File: src/rtl/mpc_pkg.sv
// Shared types and constants for the MPC configuration controller.
// Used by mpc_cfg_ctrl (optional feature macro: MPC_CFG_CTRL_TIMEOUT_EN).
package mpc_pkg;

    typedef enum logic [2:0] {
        ST_IDLE    = 3'd0,
        ST_DRAIN   = 3'd1,
        ST_ISOLATE = 3'd2,
        ST_SWITCH  = 3'd3,
        ST_SETTLE  = 3'd4
    } mpc_cfg_state_t;

    localparam logic [1:0] MPC_CFG_PEND_OFS   = 2'd0;
    localparam logic [1:0] MPC_CFG_CTRL_OFS   = 2'd1;
    localparam logic [1:0] MPC_CFG_STATUS_OFS = 2'd2;

    localparam int MPC_STATUS_BUSY_BIT    = 0;
    localparam int MPC_STATUS_CFG_LSB     = 4;
    localparam int MPC_STATUS_TIMEOUT_BIT = 8;

    function automatic int mpc_max(input int a, input int b);
        return (a > b) ? a : b;
    endfunction

    function automatic logic [31:0] mpc_status_word(input logic busy, input logic [3:0] cfg,
                                                    input logic timeout);
        logic [31:0] w;
        w = 32'h0;
        w[MPC_STATUS_BUSY_BIT] = busy;
        w[MPC_STATUS_CFG_LSB +: 4] = cfg;
        w[MPC_STATUS_TIMEOUT_BIT] = timeout;
        return w;
    endfunction

endpackage

File: src/rtl/mpc_cfg_ctrl_if.sv
// Wishbone slave bundle between the user bus and the MPC configuration controller.
interface mpc_cfg_ctrl_if;
    logic        wbs_stb_i;
    logic        wbs_cyc_i;
    logic        wbs_we_i;
    logic [3:0]  wbs_sel_i;
    logic [31:0] wbs_adr_i;
    logic [31:0] wbs_dat_i;
    logic        wbs_ack_o;
    logic [31:0] wbs_dat_o;

    modport slave (
        input  wbs_stb_i, wbs_cyc_i, wbs_we_i, wbs_sel_i, wbs_adr_i, wbs_dat_i,
        output wbs_ack_o, wbs_dat_o
    );

    modport master (
        output wbs_stb_i, wbs_cyc_i, wbs_we_i, wbs_sel_i, wbs_adr_i, wbs_dat_i,
        input  wbs_ack_o, wbs_dat_o
    );
endinterface

File: src/rtl/mpc_cfg_wb_regs.sv
// Wishbone register window: CFG_PEND, CTRL.APPLY pulse, STATUS readback.
module mpc_cfg_wb_regs
    import mpc_pkg::*;
#(
    parameter logic [31:0] BASE_ADDR = 32'h3000_0000,
    parameter logic [3:0]  RESET_CFG = 4'h0
) (
    input  logic          clk,
    input  logic          rst_n,
    mpc_cfg_ctrl_if.slave wbs,
    input  logic          busy,
    input  logic [3:0]    active_cfg,
    input  logic          timeout,
    output logic [3:0]    cfg_pend,
    output logic          apply
);

    logic        hit_s;
    logic        acc_s;
    logic        wr_s;
    logic [1:0]  ofs_s;
    logic [31:0] rdata_s;
    logic        ack_r;
    logic [31:0] dat_r;
    logic [3:0]  cfg_pend_r;
    logic        unused_s;

    // A cycle already being acked is never re-accepted, so ack is a single-cycle pulse.
    assign hit_s = (wbs.wbs_adr_i[31:4] == BASE_ADDR[31:4]);
    assign acc_s = wbs.wbs_stb_i & wbs.wbs_cyc_i & hit_s & ~ack_r;
    assign ofs_s = wbs.wbs_adr_i[3:2];
    assign wr_s  = acc_s & wbs.wbs_we_i & wbs.wbs_sel_i[0];
    assign apply = wr_s & (ofs_s == MPC_CFG_CTRL_OFS) & wbs.wbs_dat_i[0];

    assign unused_s = ^{wbs.wbs_adr_i[1:0], wbs.wbs_sel_i[3:1], wbs.wbs_dat_i[31:4]};

    // Read mux for the register window.
    always_comb begin
        rdata_s = 32'h0;
        case (ofs_s)
            MPC_CFG_PEND_OFS:   rdata_s = {28'h0, cfg_pend_r};
            MPC_CFG_CTRL_OFS:   rdata_s = 32'h0;
            MPC_CFG_STATUS_OFS: rdata_s = mpc_status_word(busy, active_cfg, timeout);
            default:            rdata_s = 32'h0;
        endcase
    end

    // Ack, registered read data and the pending configuration register.
    always_ff @(posedge clk or negedge rst_n) begin
        if (!rst_n) begin
            ack_r      <= 1'b0;
            dat_r      <= 32'h0;
            cfg_pend_r <= RESET_CFG;
        end else begin
            ack_r <= acc_s;
            dat_r <= (acc_s && !wbs.wbs_we_i) ? rdata_s : 32'h0;
            if (wr_s && (ofs_s == MPC_CFG_PEND_OFS)) begin
                cfg_pend_r <= wbs.wbs_dat_i[3:0];
            end else begin
                cfg_pend_r <= cfg_pend_r;
            end
        end
    end

    assign wbs.wbs_ack_o = ack_r;
    assign wbs.wbs_dat_o = dat_r;
    assign cfg_pend      = cfg_pend_r;

endmodule

File: src/rtl/mpc_cfg_ctrl.sv
// MPC configuration controller: drain -> isolate pads -> switch -> settle.
// Optional drain abort timer enabled by defining MPC_CFG_CTRL_TIMEOUT_EN.
module mpc_cfg_ctrl
    import mpc_pkg::*;
#(
    parameter logic [31:0] BASE_ADDR     = 32'h3000_0000,
    parameter logic [3:0]  RESET_CFG     = 4'h0,
    parameter int          ISO_CYCLES    = 2,
    parameter int          SETTLE_CYCLES = 8,
    parameter int          DRAIN_TIMEOUT = 255
) (
    input  logic          wb_clk_i,
    input  logic          wb_rst_ni,
    mpc_cfg_ctrl_if.slave wbs,
    input  logic          dn_cyc_i,
    output logic [3:0]    configuration,
    output logic          wb_hold_o,
    output logic          io_oe_gate_o,
    output logic          busy_o
);

`ifdef MPC_CFG_CTRL_TIMEOUT_EN
    localparam int CNT_MAX = mpc_max(mpc_max(ISO_CYCLES, SETTLE_CYCLES), DRAIN_TIMEOUT);
`else
    localparam int CNT_MAX = mpc_max(ISO_CYCLES, SETTLE_CYCLES);
`endif
    localparam int CNT_W = $clog2(CNT_MAX + 1);

    mpc_cfg_state_t state_r, state_s;
    logic [CNT_W-1:0] cnt_r, cnt_s;
    logic [3:0] config_r;
    logic [3:0] cfg_pend_s;
    logic       hold_r, gate_r, busy_r;
    logic       apply_s;
    logic       timeout_s;

`ifdef MPC_CFG_CTRL_TIMEOUT_EN
    logic timeout_r;
    logic tmo_set_s;
    assign timeout_s = timeout_r;
`else
    assign timeout_s = 1'b0;
`endif

    mpc_cfg_wb_regs #(
        .BASE_ADDR (BASE_ADDR),
        .RESET_CFG (RESET_CFG)
    ) u_regs (
        .clk        (wb_clk_i),
        .rst_n      (wb_rst_ni),
        .wbs        (wbs),
        .busy       (busy_r),
        .active_cfg (config_r),
        .timeout    (timeout_s),
        .cfg_pend   (cfg_pend_s),
        .apply      (apply_s)
    );

    // Next-state and counter logic; counters load on entry and stop at zero.
    always_comb begin
        state_s = state_r;
        cnt_s   = cnt_r;
`ifdef MPC_CFG_CTRL_TIMEOUT_EN
        tmo_set_s = 1'b0;
`endif
        case (state_r)
            ST_IDLE: begin
                if (apply_s) begin
                    state_s = ST_DRAIN;
`ifdef MPC_CFG_CTRL_TIMEOUT_EN
                    cnt_s = CNT_W'(DRAIN_TIMEOUT - 1);
`else
                    cnt_s = '0;
`endif
                end else begin
                    state_s = ST_IDLE;
                end
            end
            ST_DRAIN: begin
                if (!dn_cyc_i) begin
                    state_s = ST_ISOLATE;
                    cnt_s   = CNT_W'(ISO_CYCLES - 1);
`ifdef MPC_CFG_CTRL_TIMEOUT_EN
                end else if (cnt_r == '0) begin
                    state_s   = ST_IDLE;
                    tmo_set_s = 1'b1;
                end else begin
                    cnt_s = cnt_r - CNT_W'(1);
                end
`else
                end else begin
                    state_s = ST_DRAIN;
                end
`endif
            end
            ST_ISOLATE: begin
                if (cnt_r == '0) begin
                    state_s = ST_SWITCH;
                end else begin
                    cnt_s = cnt_r - CNT_W'(1);
                end
            end
            ST_SWITCH: begin
                state_s = ST_SETTLE;
                cnt_s   = CNT_W'(SETTLE_CYCLES - 1);
            end
            ST_SETTLE: begin
                if (cnt_r == '0) begin
                    state_s = ST_IDLE;
                end else begin
                    cnt_s = cnt_r - CNT_W'(1);
                end
            end
            default: begin
                state_s = ST_IDLE;
                cnt_s   = '0;
            end
        endcase
    end

    // State register; outputs are decoded from the next state so they align with it.
    always_ff @(posedge wb_clk_i or negedge wb_rst_ni) begin
        if (!wb_rst_ni) begin
            state_r  <= ST_IDLE;
            cnt_r    <= '0;
            config_r <= RESET_CFG;
            hold_r   <= 1'b0;
            gate_r   <= 1'b1;
            busy_r   <= 1'b0;
        end else begin
            state_r  <= state_s;
            cnt_r    <= cnt_s;
            config_r <= (state_r == ST_SWITCH) ? cfg_pend_s : config_r;
            hold_r   <= (state_s != ST_IDLE);
            busy_r   <= (state_s != ST_IDLE);
            gate_r   <= !((state_s == ST_ISOLATE) || (state_s == ST_SWITCH) ||
                          (state_s == ST_SETTLE));
        end
    end

`ifdef MPC_CFG_CTRL_TIMEOUT_EN
    // Sticky drain-abort flag, cleared only by an APPLY that is actually taken.
    always_ff @(posedge wb_clk_i or negedge wb_rst_ni) begin
        if (!wb_rst_ni) begin
            timeout_r <= 1'b0;
        end else if (tmo_set_s) begin
            timeout_r <= 1'b1;
        end else if (apply_s && (state_r == ST_IDLE)) begin
            timeout_r <= 1'b0;
        end else begin
            timeout_r <= timeout_r;
        end
    end
`endif

    assign configuration = config_r;
    assign wb_hold_o     = hold_r;
    assign io_oe_gate_o  = gate_r;
    assign busy_o        = busy_r;

endmodule
File: src/flat_wrapper.sv
// flat-port wrapper written by rule: the top's interface ports become plain ports
module mpc_cfg_ctrl_flat import mpc_pkg::*;
#(
    parameter logic [31:0] BASE_ADDR     = 32'h3000_0000,
    parameter logic [3:0]  RESET_CFG     = 4'h0,
    parameter int          ISO_CYCLES    = 2,
    parameter int          SETTLE_CYCLES = 8,
    parameter int          DRAIN_TIMEOUT = 255
)
  (wb_clk_i, wb_rst_ni, dn_cyc_i, configuration, wb_hold_o, io_oe_gate_o, busy_o, wbs_wbs_stb_i, wbs_wbs_cyc_i, wbs_wbs_we_i, wbs_wbs_sel_i, wbs_wbs_adr_i, wbs_wbs_dat_i, wbs_wbs_ack_o, wbs_wbs_dat_o);
  mpc_cfg_ctrl_if wbs_i ();
  input  logic wb_clk_i;
  input  logic wb_rst_ni;
  input  logic dn_cyc_i;
  output logic [3:0] configuration;
  output logic wb_hold_o;
  output logic io_oe_gate_o;
  output logic busy_o;
  input wire logic [$bits(wbs_i.wbs_stb_i)-1:0] wbs_wbs_stb_i;
  input wire logic [$bits(wbs_i.wbs_cyc_i)-1:0] wbs_wbs_cyc_i;
  input wire logic [$bits(wbs_i.wbs_we_i)-1:0] wbs_wbs_we_i;
  input wire logic [$bits(wbs_i.wbs_sel_i)-1:0] wbs_wbs_sel_i;
  input wire logic [$bits(wbs_i.wbs_adr_i)-1:0] wbs_wbs_adr_i;
  input wire logic [$bits(wbs_i.wbs_dat_i)-1:0] wbs_wbs_dat_i;
  output wire logic [$bits(wbs_i.wbs_ack_o)-1:0] wbs_wbs_ack_o;
  output wire logic [$bits(wbs_i.wbs_dat_o)-1:0] wbs_wbs_dat_o;
  assign wbs_i.wbs_stb_i = wbs_wbs_stb_i;
  assign wbs_i.wbs_cyc_i = wbs_wbs_cyc_i;
  assign wbs_i.wbs_we_i = wbs_wbs_we_i;
  assign wbs_i.wbs_sel_i = wbs_wbs_sel_i;
  assign wbs_i.wbs_adr_i = wbs_wbs_adr_i;
  assign wbs_i.wbs_dat_i = wbs_wbs_dat_i;
  assign wbs_wbs_ack_o = wbs_i.wbs_ack_o;
  assign wbs_wbs_dat_o = wbs_i.wbs_dat_o;
  mpc_cfg_ctrl #(.BASE_ADDR(BASE_ADDR), .RESET_CFG(RESET_CFG), .ISO_CYCLES(ISO_CYCLES), .SETTLE_CYCLES(SETTLE_CYCLES), .DRAIN_TIMEOUT(DRAIN_TIMEOUT)) u_core (.wb_clk_i(wb_clk_i), .wb_rst_ni(wb_rst_ni), .wbs(wbs_i), .dn_cyc_i(dn_cyc_i), .configuration(configuration), .wb_hold_o(wb_hold_o), .io_oe_gate_o(io_oe_gate_o), .busy_o(busy_o));
endmodule
File: config.mk
export PLATFORM = sky130hd
export DESIGN_NAME = mpc_cfg_ctrl_flat
export DESIGN_NICKNAME = d
export VERILOG_FILES = /design/src/rtl/mpc_pkg.sv /design/src/rtl/mpc_cfg_ctrl_if.sv /design/src/rtl/mpc_cfg_wb_regs.sv /design/src/rtl/mpc_cfg_ctrl.sv /design/src/flat_wrapper.sv
export SDC_FILE = /design/constraint.sdc
export NUM_CORES = 1
export LEC_CHECK = 0
export BUFFER_PORTS_ARGS = -buffer_cell sky130_fd_sc_hd__buf_2
export CAP_MARGIN = 30
export CORE_AREA = 2 2 62 70
export CTS_CLUSTER_DIAMETER = 120
export DETAILED_ROUTE_END_ITERATION = 10
export DIE_AREA = 0 0 64 72
export GPL_ROUTABILITY_DRIVEN = 0
export GPL_TIMING_DRIVEN = 0
export PLACE_DENSITY = 0.78
export SLEW_MARGIN = 20
export SYNTH_ARGS = -nofsm -noshare
export SYNTH_HDL_FRONTEND = slang
export SYNTH_SLANG_ARGS = --single-unit
File: constraint.sdc
create_clock -name wb_clk_i -period 2.35 [get_ports wb_clk_i]
set_clock_uncertainty 0.15 [all_clocks]
set_input_delay 0.1175 -clock wb_clk_i [delete_from_list [all_inputs] [get_ports wb_clk_i]]
set_output_delay 0.1175 -clock wb_clk_i [all_outputs]
set_load 0.1 [all_outputs]
==> impl_metrics.tcl, run 1 <==
set metrics [dict create \
    slew_violations 0 \
    yosysSeqAreaShare_pct 42.7 \
    die-area_um2 4610 \
    period_minus_slack_ns 2.33 \
    ys_ff_latch 26 \
    startpoint "u_core.u_regs.wbs.wbs_ack_o" \
    finalHoldViolations 0 \
    ff_latch_area_um2 652 \
    portBuffers 56 \
    drv_cap 0 \
    intPower_uw 977 \
    grtUsageTotal_pct 14.1 \
    area_growth_pct 40.1 \
    synth_top_area_share_pct 41.0 \
    drive_gt1_share_pct 51.3 \
    worstHoldPathType "input pin to flop" \
    cts_sinks 26 \
    fin_ws_ns 0.0185 \
    combPwrFrac_pct 48.2 \
    dr.pass1.iters 4 \
    whs_ns 0.0352 \
    grt_first_pass_wirelength_mm 4.99 \
    drtAntennaViolNets 0 \
    timing.fmax_mhz 429 \
    outcome "complete, no violations" \
    reg2reg_depth 5 \
    synth.avg_cell_area_um2 11.6 \
    critPathRequiredTime_ns 2.41 \
    synth-edff-count 0 \
    p_sw_share_pct 44.3 \
    total_leakage_power_nw 1.14 \
    post_drt_wl_per_cell_um 11.2 \
    dieWidth_um 64 \
    p_per_area_nw_per_um2 820 \
    arrival_ns 2.40 \
    holdPathStages 4 \
    wl_mm 3.11 \
    syn_inst 132 \
    yosys_warnings 0 \
    fill_cells 360 \
    syn_area_um2 1530 \
    setup_viol 0 \
    multiInputGateArea_um2 753 \
    synth.area.top_cells "dfrtp_1, buf_4, mux2_2" \
    rows 24 \
    cts_buffers 3 \
    hold_start "dn_cyc_i" \
    io-pin-count 114 \
    dpl_worst_slack_ns 0.160 \
    synthArstFlopShare_pct 100 \
    period_share_pct 99.2 \
    fp.coreArea_um2 3870 \
    r2r-start "u_core.u_regs.wbs.wbs_ack_o" \
    antennaDiodeCount 0 \
    synth.distinct_cells 39 \
    clock_power_share_pct 21.0 \
    cts_tree "done" \
    root_buffer "clkbuf_8" \
    relSlewSlack_pct 63.3 \
    die_y_um 72 \
    nets 303 \
    critPathKind "flop to flop" \
    fin_cells 278 \
    p_switching_uw 776 \
    htreeDepth 1 \
    initial_core_util_pct 39.4 \
    clk_pin_slew_ns 0.09 \
    dp_hpwl_mm 2.42 \
    peakVddDrop_v 0.000350 \
    cts_buffer_depth 2 \
    grt_pass1_vias 1156 \
    viasPerCell 4.53 \
    worst_pin_slew_ns 0.547 \
    setup_tns_ns 0 \
    end_kind "flop" \
    grt_max_degree 27 \
    clock_latency_ns 0.27 \
    grt-ovfl-total 0 \
    place_inst 263 \
    worstReg2RegEnd "u_core.u_regs.wbs.wbs_dat_o[1]" \
    whs_endpoint "u_core.state_r[1]" \
    antenna_found_initial 0 \
    yosysTopAreaCell "dfrtp_1" \
    drt_iter0_drc 49 \
    cp-start-kind "flop" \
    crit_path_max_fanout 5 \
    final_core_util_pct 55.2 \
    route.vias.total 1259 \
    ys.flop_type "dfrtp_1" \
    power.share.sequential_pct 30.8 \
    drc 0 \
    ff2ff_setup_slack_ns 0.02 \
]
[cell usage in the layout (no fill, tap or decap), drive strengths merged, types with 2 or more instances in the layout]
cell | netlist | final
a21oi | 4 | 4
and2 | 5 | 5
and3b | 2 | 2
buf | 27 | 86
clkbuf | 0 | 3
conb | 1 | 24
dfrtp | 25 | 25
dlygate4sd3 | 0 | 8
ha | 2 | 2
inv | 4 | 4
mux2 | 10 | 10
nand2 | 6 | 6
nand3 | 2 | 2
nand4 | 2 | 2
nor2 | 6 | 6
nor2b | 2 | 2
nor3 | 5 | 5
nor4 | 6 | 6
nor4b | 5 | 5
o211ai | 2 | 2
o21ai | 2 | 2
o2bb2ai | 2 | 2
[registers in the layout, summed over array words and instances, names as in the netlist]
signal and flops:
u_core.u_regs.wbs.wbs_dat_o 8, u_core.cnt_r 4, u_core.configuration 4, u_core.u_regs.cfg_pend 4, u_core.state_r 3, u_core.io_oe_gate_o 1
u_core.u_regs.wbs.wbs_ack_o 1, u_core.wb_hold_o 1
[through the flow]
step	cell area, um2	power [mW]
2_1_floorplan	1610	1.23
3_3_place_gp	1960	1.36
3_5_place_dp	1960	1.38
4_1_cts	2110	1.76
5_1_grt	2140	1.86
6_report	2140	1.75
[worst max-delay path, stage by stage, from the launching register on]
cell	delay, ns
dfrtp_1	0.41
nor4_4	0.19
nand4_4	0.16
or3_4	0.47
nor4b_2	0.29
dlygate4sd3_1	0.59
[timing repair]
action | CTS | global route
buffers inserted | 0 | 3
hold buffers | 8 | 0
endpoints found under the setup margin | 0 | 1
gates resized for setup | 0 | 1
hold endpoints to repair | 33 | 0
[Yosys cell counts (2+ instances only)]
cell / instances
a21oi_1: 4
and2_1: 5
and3b_1: 2
buf_2: 2
buf_4: 25
dfrtp_1: 25
ha_1: 2
inv_1: 4
mux2_1: 2
mux2_2: 8
nand2_1: 5
nand3_1: 2
nor2_1: 5
nor2b_1: 2
nor3_1: 5
nor4_2: 3
nor4_4: 3
nor4b_1: 4
o211ai_1: 2
o21ai_0: 2
o2bb2ai_1: 2
[worst max path at each step]
| stage | endpoint | slack, ns | cells after the start |
|---|---|---|---|
| after CTS | u_core.u_regs.wbs.wbs_dat_o[1] | 0.06 | 5 |
| after floorplan | u_core.cnt_r[0] | 0.1 | 5 |
| final | u_core.u_regs.wbs.wbs_dat_o[1] | 0.02 | 5 |
| after detailed placement | u_core.cnt_r[1] | 0.16 | 7 |
| after global placement | u_core.cnt_r[1] | 0.21 | 7 |
| after global routing | u_core.u_regs.wbs.wbs_dat_o[1] | -0.04 | 5 |
[power by group through the flow]
stage	clock (mW)	combinational (mW)	sequential [mW]
finish	0.368	0.845	0.540
global route	0.401	0.910	0.546
CTS	0.374	0.845	0.541
detailed placement	0	0.831	0.548
global placement	0	0.814	0.547
floorplan	0	0.581	0.654
[metal layers]
layer | GRT usage (%) | part of all wire (%) | vias up
li1 | - | - | 610
met2 | 24.9 | 53 | 60
met1 | 16.7 | 38 | 584
met4 | 7.25 | 2.3 | 0
met5 | 0 | 0 | -
met3 | 1.86 | 6.8 | 5
[layout make-up]
class | count | share of cell area [%]
sequential | 26 | 30.5
buffer | 27 | 9.25
inverter | 4 | 0.703
multi-input combinational | 98 | 35.2
timing repair buffer | 67 | 17.9
tap | 52 | 3.04
clock buffer | 3 | 1.93
clock inverter | 1 | 1.41
[kinds of logic (layout without fill, tap and decap cells)]
group           Yosys count  after routing  synth area share (%)
simple gates             46             46                  25.9
buf+inv                  31            102                  13.9
flops                    26             26                  42.7
mux                      11             11                  8.04
fa+ha+maj                 2              2                  1.64
compound gates           15             15                  7.47
other cells               1             24                 0.246
Note: power is estimated with default switching activity, not from simulation.
==> run 2: changes to the inputs <==
- ABC_AREA: default -> 1
==> impl_metrics.tcl, run 2 <==
set metrics [dict create \
    grt_first_pass_wirelength_mm 5.15 \
    synth-xor-area-share_pct 1.15 \
    placed_cell_area_um2 1960 \
    synth-edff-count 0 \
    dieWidth_um 64 \
    synthArstFlopShare_pct 100 \
    crit_path_max_fanout 5 \
    synth.avg_cell_area_um2 8.29 \
    ys_ff_latch 26 \
    reg2reg_depth 8 \
    drv_cap 0 \
    arrival_ns 1.65 \
    end_kind "flop" \
    worstReg2RegEnd "u_core.cnt_r[1]" \
    slew_violations 0 \
    clock_latency_ns 0.26 \
    yosysSeqAreaShare_pct 42.7 \
    startpoint "u_core.cnt_r[0]" \
    yosys.area_share.adder_pct 1.64 \
    ff2ff_setup_slack_ns 0.71 \
    drt_iter0_drc 24 \
    finalPower_mw 1.84 \
    drive_gt1_share_pct 38.0 \
    cts_sinks 26 \
    peakVddDrop_v 0.000319 \
    worst_pin_slew_ns 0.559 \
    period_share_pct 69.7 \
    syn_inst 184 \
    outcome "complete, no violations" \
    fin_ws_ns 0.713 \
    critPathKind "flop to flop" \
    route.vias.total 1371 \
    synth.area.top_cells "dfrtp_1, buf_4, nand2_1" \
    synth.distinct_cells 26 \
    synthSimpleGateAreaFrac_pct 32.9 \
    dp_hpwl_mm 2.52 \
    cts_buffers 3 \
    r2r-start "u_core.cnt_r[0]" \
    cp-start-kind "flop" \
    period_minus_slack_ns 1.64 \
    drtAntennaViolNets 0 \
    ys.flop_type "dfrtp_1" \
    relSlewSlack_pct 62.8 \
    cts_buffer_depth 2 \
    setup_viol 0 \
    antenna_found_initial 0 \
    drc 0 \
    critPathRequiredTime_ns 2.36 \
    synth_top_area_share_pct 41.0 \
    final_core_util_pct 54.2 \
    finalHoldViolations 0 \
    grtUsageTotal_pct 13.9 \
    grt_max_degree 27 \
    clk_pin_slew_ns 0.09 \
    area_growth_pct 37.6 \
    synthMuxAreaShare_pct 0 \
    synth_common_cells "nand2_1, buf_4, dfrtp_1" \
    total_leakage_power_nw 1.21 \
    largest_register_ffs 8 \
    yosys_warnings 0 \
    cts_tree "done" \
    post_drt_wl_per_cell_um 9.52 \
    whs_ns 0.0597 \
    fin_cells 326 \
    initial_core_util_pct 39.4 \
    syn_area_um2 1530 \
    viasPerCell 4.21 \
    cts_resized 0 \
    io-pin-count 114 \
    rows 24 \
    timing.fmax_mhz 611 \
    htreeDepth 1 \
    grt-ovfl-total 0 \
    die_y_um 72 \
    synth_compound_area_share_pct 3.61 \
    fin_area_um2 2100 \
    setup_tns_ns 0 \
    hold_start "wbs_wbs_we_i" \
    fp.coreArea_um2 3870 \
    root_buffer "clkbuf_8" \
    fill_cells 361 \
    yosysTopAreaCell "dfrtp_1" \
    worstHoldPathType "input pin to flop" \
    synth_top_family_by_area "simple AND/OR/NAND/NOR gates" \
    wl_mm 3.10 \
    dr.pass1.iters 4 \
    final_cell_mix "buf_2, nand2_1, buf_4, dfrtp_1, conb_1" \
    die-area_um2 4610 \
    nets 351 \
    grt_pass1_vias 1284 \
    antennaDiodeCount 0 \
    whs_endpoint "u_core.u_regs.wbs.wbs_dat_o[7]" \
    yosys.cell_count.top_type "nand2_1" \
    place_inst 315 \
    dpl_worst_slack_ns 0.758 \
    final_common_cell "buf_2" \
    p_per_area_nw_per_um2 877 \
    portBuffers 56 \
    rsz0062_at_grt "no" \
    holdPathStages 4 \
]
-- run 2: cell types whose count changed after synthesis, moves of 4 or more --
cell     delta
and2_1      -5
inv_1      +15
mux2_2      -8
nand2_1    +39
nand3_1     +7
nor2_1     +17
nor4b_1     -4
o21ai_0     +4
-- run 2: worst max path at each step --
stage / to / slack [ns]
2_1_floorplan: u_core.cnt_r[2] / 0.48
3_3_place_gp: u_core.cnt_r[1] / 0.80
3_5_place_dp: u_core.cnt_r[1] / 0.76
4_1_cts: u_core.cnt_r[1] / 0.72
5_1_grt: u_core.cnt_r[1] / 0.64
6_report: u_core.cnt_r[1] / 0.71
-- run 2: power breakdown --
group          total (mW)  internal [mW]  leakage (nW)  switching [mW]
combinational       0.909          0.242         0.816           0.667
clock               0.361          0.228        0.0357           0.133
sequential          0.571          0.516         0.354          0.0541
-- run 2: final cells by class --
class | count | area [um2] | share of cell area [%]
multi-input combinational | 134 | 689 | 32.9
buffer | 25 | 188 | 8.94
sequential | 26 | 652 | 31.1
clock buffer | 3 | 41.3 | 1.97
timing repair buffer | 63 | 350 | 16.7
inverter | 22 | 82.6 | 3.94
clock inverter | 1 | 30.0 | 1.43
tap | 52 | 65.1 | 3.10
-- run 2: per-layer routing --
layer  vias to the layer above  GRT usage, %  wire length (um)
met2                        70          27.0              1600
met4                         0          3.62                 0
li1                        704             -                 -
met5                         -             0                 0
met3                         0          3.88               377
met1                       597          14.6              1130
-- run 2: timing repair --
item                                   CTS  global route
endpoints found under the hold margin   31             0
hold buffers                             7             0
setup buffers                            0             0
setup endpoints to repair                0             0
-- run 2: worst max-delay path, cell delays in order (launching register included) --
cell	delay [ns]
dfrtp_1	0.41
inv_1	0.08
ha_1	0.20
nand2_1	0.08
inv_1	0.06
a21oi_2	0.31
nand2_4	0.09
nand2_1	0.08
nand2_1	0.06
-- run 2: logic make-up (layout without fill, tap and decap cells) --
logic type      count (synthesis)  in the layout
xor+xnor                        2              2
flops                          26             26
compound gates                 10             10
fa+ha+maj                       2              2
simple gates                   96             96
other cells                     1             24
buf+inv                        47            114
==> run 3: changes to the inputs <==
- ABC_AREA: 1 -> 0
- CORE_AREA: 2 2 62 70 -> 2 2 66 74
- DIE_AREA: 0 0 64 72 -> 0 0 68 76
- PLACE_DENSITY: 0.78 -> 0.73
- clock period: 2.35 -> 1.4 ns (I/O delays scaled with it)
==> impl_metrics.tcl, run 3 (synthesis results as in run 1) <==
set metrics [dict create \
    dieWidth_um 68 \
    antenna_found_initial 0 \
    drv_cap 0 \
    grt_pass1_vias 1203 \
    wl_mm 3.44 \
    nets 308 \
    p_per_area_nw_per_um2 1490 \
    cts_buffers 3 \
    setup_viol 18 \
    worst_pin_slew_ns 0.580 \
    grt-ovfl-total 0 \
    period_share_pct 138 \
    drive_gt1_share_pct 63.6 \
    hold_buffers 9 \
    timing.fmax_mhz 517 \
    total_leakage_power_nw 1.21 \
    reg2reg_depth 5 \
    grtUsageTotal_pct 12.8 \
    p_switching_mw 1.52 \
    end_kind "flop" \
    portBuffers 56 \
    grt_first_pass_wirelength_mm 5.20 \
    initial_core_util_pct 34.0 \
    place_inst 267 \
    arrival_ns 2.00 \
    grt_max_degree 27 \
    cp-start-kind "flop" \
    worstHoldPathType "input pin to flop" \
    final_common_cell "buf_2" \
    relSlewSlack_pct 61.3 \
    period_minus_slack_ns 1.94 \
    clock_power_share_pct 17.8 \
    cts_sinks 26 \
    p_sw_share_pct 43.7 \
    rsz0062_at_grt "yes" \
    crit_path_max_fanout 5 \
    slew_violations 0 \
    violations "negative hold slack, negative setup slack" \
    outcome "complete, but fails checks" \
    antennaDiodeCount 0 \
    drtAntennaViolNets 0 \
    combPwrFrac_pct 54.5 \
    route.vias.total 1276 \
    clock_latency_ns 0.27 \
    post_drt_wl_per_cell_um 12.0 \
    rows 26 \
    area_growth_pct 53.6 \
    viasPerCell 4.45 \
    fin_ws_ns -0.536 \
    cts_buffer_depth 2 \
    die_y_um 76 \
    peakVddDrop_v 0.000639 \
    fin_cells 287 \
    root_buffer "clkbuf_8" \
    whs_ns -0.0282 \
    die-area_um2 5170 \
    clk_pin_slew_ns 0.09 \
    fp.coreArea_um2 4490 \
    finalPower_mw 3.48 \
    holdPathStages 4 \
    cts_tree "done" \
    final_cell_mix "buf_2, buf_4, conb_1, dfrtp_1, dlygate4sd3_1" \
    power.share.sequential_pct 27.7 \
    critPathKind "flop to flop" \
    drc 0 \
    intPower_mw 1.96 \
    drt_iter0_drc 37 \
    critPathRequiredTime_ns 1.46 \
    largest_register_ffs 8 \
    dp_hpwl_mm 2.32 \
    finalHoldViolations 1 \
    htreeDepth 1 \
    io-pin-count 114 \
    dr.pass1.iters 3 \
]
[run 3: cell count changes in the layout (fill, tap and decap cells not counted), moves of 4 or more]
cell	previous run	this run
nor3b_2	4	0
nand3_1	9	2
dfrtp_1	25	17
nor2_1	22	5
mux2_2	0	8
nand2_1	44	4
dfrtp_2	0	7
buf_4	25	32
inv_1	19	2
o21ai_0	6	1
and2_1	0	5
[run 3: worst paths after layout]
check / start / end / slack, ns
setup / recovery: u_core.u_regs.wbs.wbs_ack_o / u_core.u_regs.wbs.wbs_dat_o[5] / -0.54
hold / removal: wbs_wbs_adr_i[13] / u_core.u_regs.wbs.wbs_ack_o / -0.03
setup reg to reg: u_core.u_regs.wbs.wbs_ack_o / u_core.u_regs.wbs.wbs_dat_o[5] / -0.54
hold reg to reg: u_core.configuration[2] / u_core.u_regs.wbs.wbs_dat_o[6] / 0.36
max in group asynchronous: wb_rst_ni / u_core.u_regs.wbs.wbs_ack_o / 0.49
min in group asynchronous: wb_rst_ni / u_core.u_regs.wbs.wbs_dat_o[5] / 0.17
[run 3: area by class of cell]
class | instances | area (um2)
Inverter | 4 | 15.0
Tap cell | 56 | 70.1
Clock buffer | 3 | 41.3
Sequential cell | 26 | 664
Timing Repair Buffer | 73 | 443
Fill cell | 393 | 2150
Clock inverter | 1 | 30.0
Buffer | 26 | 199
Multi-Input combinational cell | 98 | 880
[run 3: metrics by stage]
stage / TNS, ns / setup WS (ns) / hold WS, ns / instance area, um2 / utilization [%]
3_5_place_dp: -9.12 / -0.658 / -0.0528 / 2010 / 44.8
6_report: -8.35 / -0.536 / -0.0282 / 2340 / 52.2
2_1_floorplan: -9.07 / -0.586 / -0.376 / 1660 / -
4_1_cts: -8.41 / -0.526 / -0.0309 / 2240 / 49.9
3_3_place_gp: -8.70 / -0.623 / -0.0561 / 2010 / 44.8
5_1_grt: -10.15 / -0.651 / -0.0173 / 2340 / 52.2
[run 3: power groups by stage]
stage,Sequential [mW],Clock [mW],Combinational (mW)
after detailed placement,0.934,0,1.44
final,0.966,0.619,1.90
after CTS,0.948,0.629,1.63
after global placement,0.930,0,1.42
after floorplan,1.10,0,1.02
after global routing,0.976,0.663,2.02
[run 3: layer usage]
metal,track usage (%),share of wire (%)
met1,15.4,40
met2,21.3,50
met3,2.36,8.4
met4,6.00,1.7
met5,0,0
[run 3: repair_timing]
| item | CTS | global route |
|---|---|---|
| gates cloned | 0 | 0 |
| resized for setup | 11 | 18 |
| hold endpoints to repair | 35 | 1 |
| pin swaps | 9 | 7 |
| setup buffers | 4 | 4 |
| endpoints found under the setup margin | 23 | 24 |
[run 3: critical path, cell delays in order (launching register included)]
cell and delay (ns):
dfrtp_4 0.50, nor4_4 0.20, nand4_4 0.18, or3_4 0.48, nor3b_4 0.22, and2_1 0.15
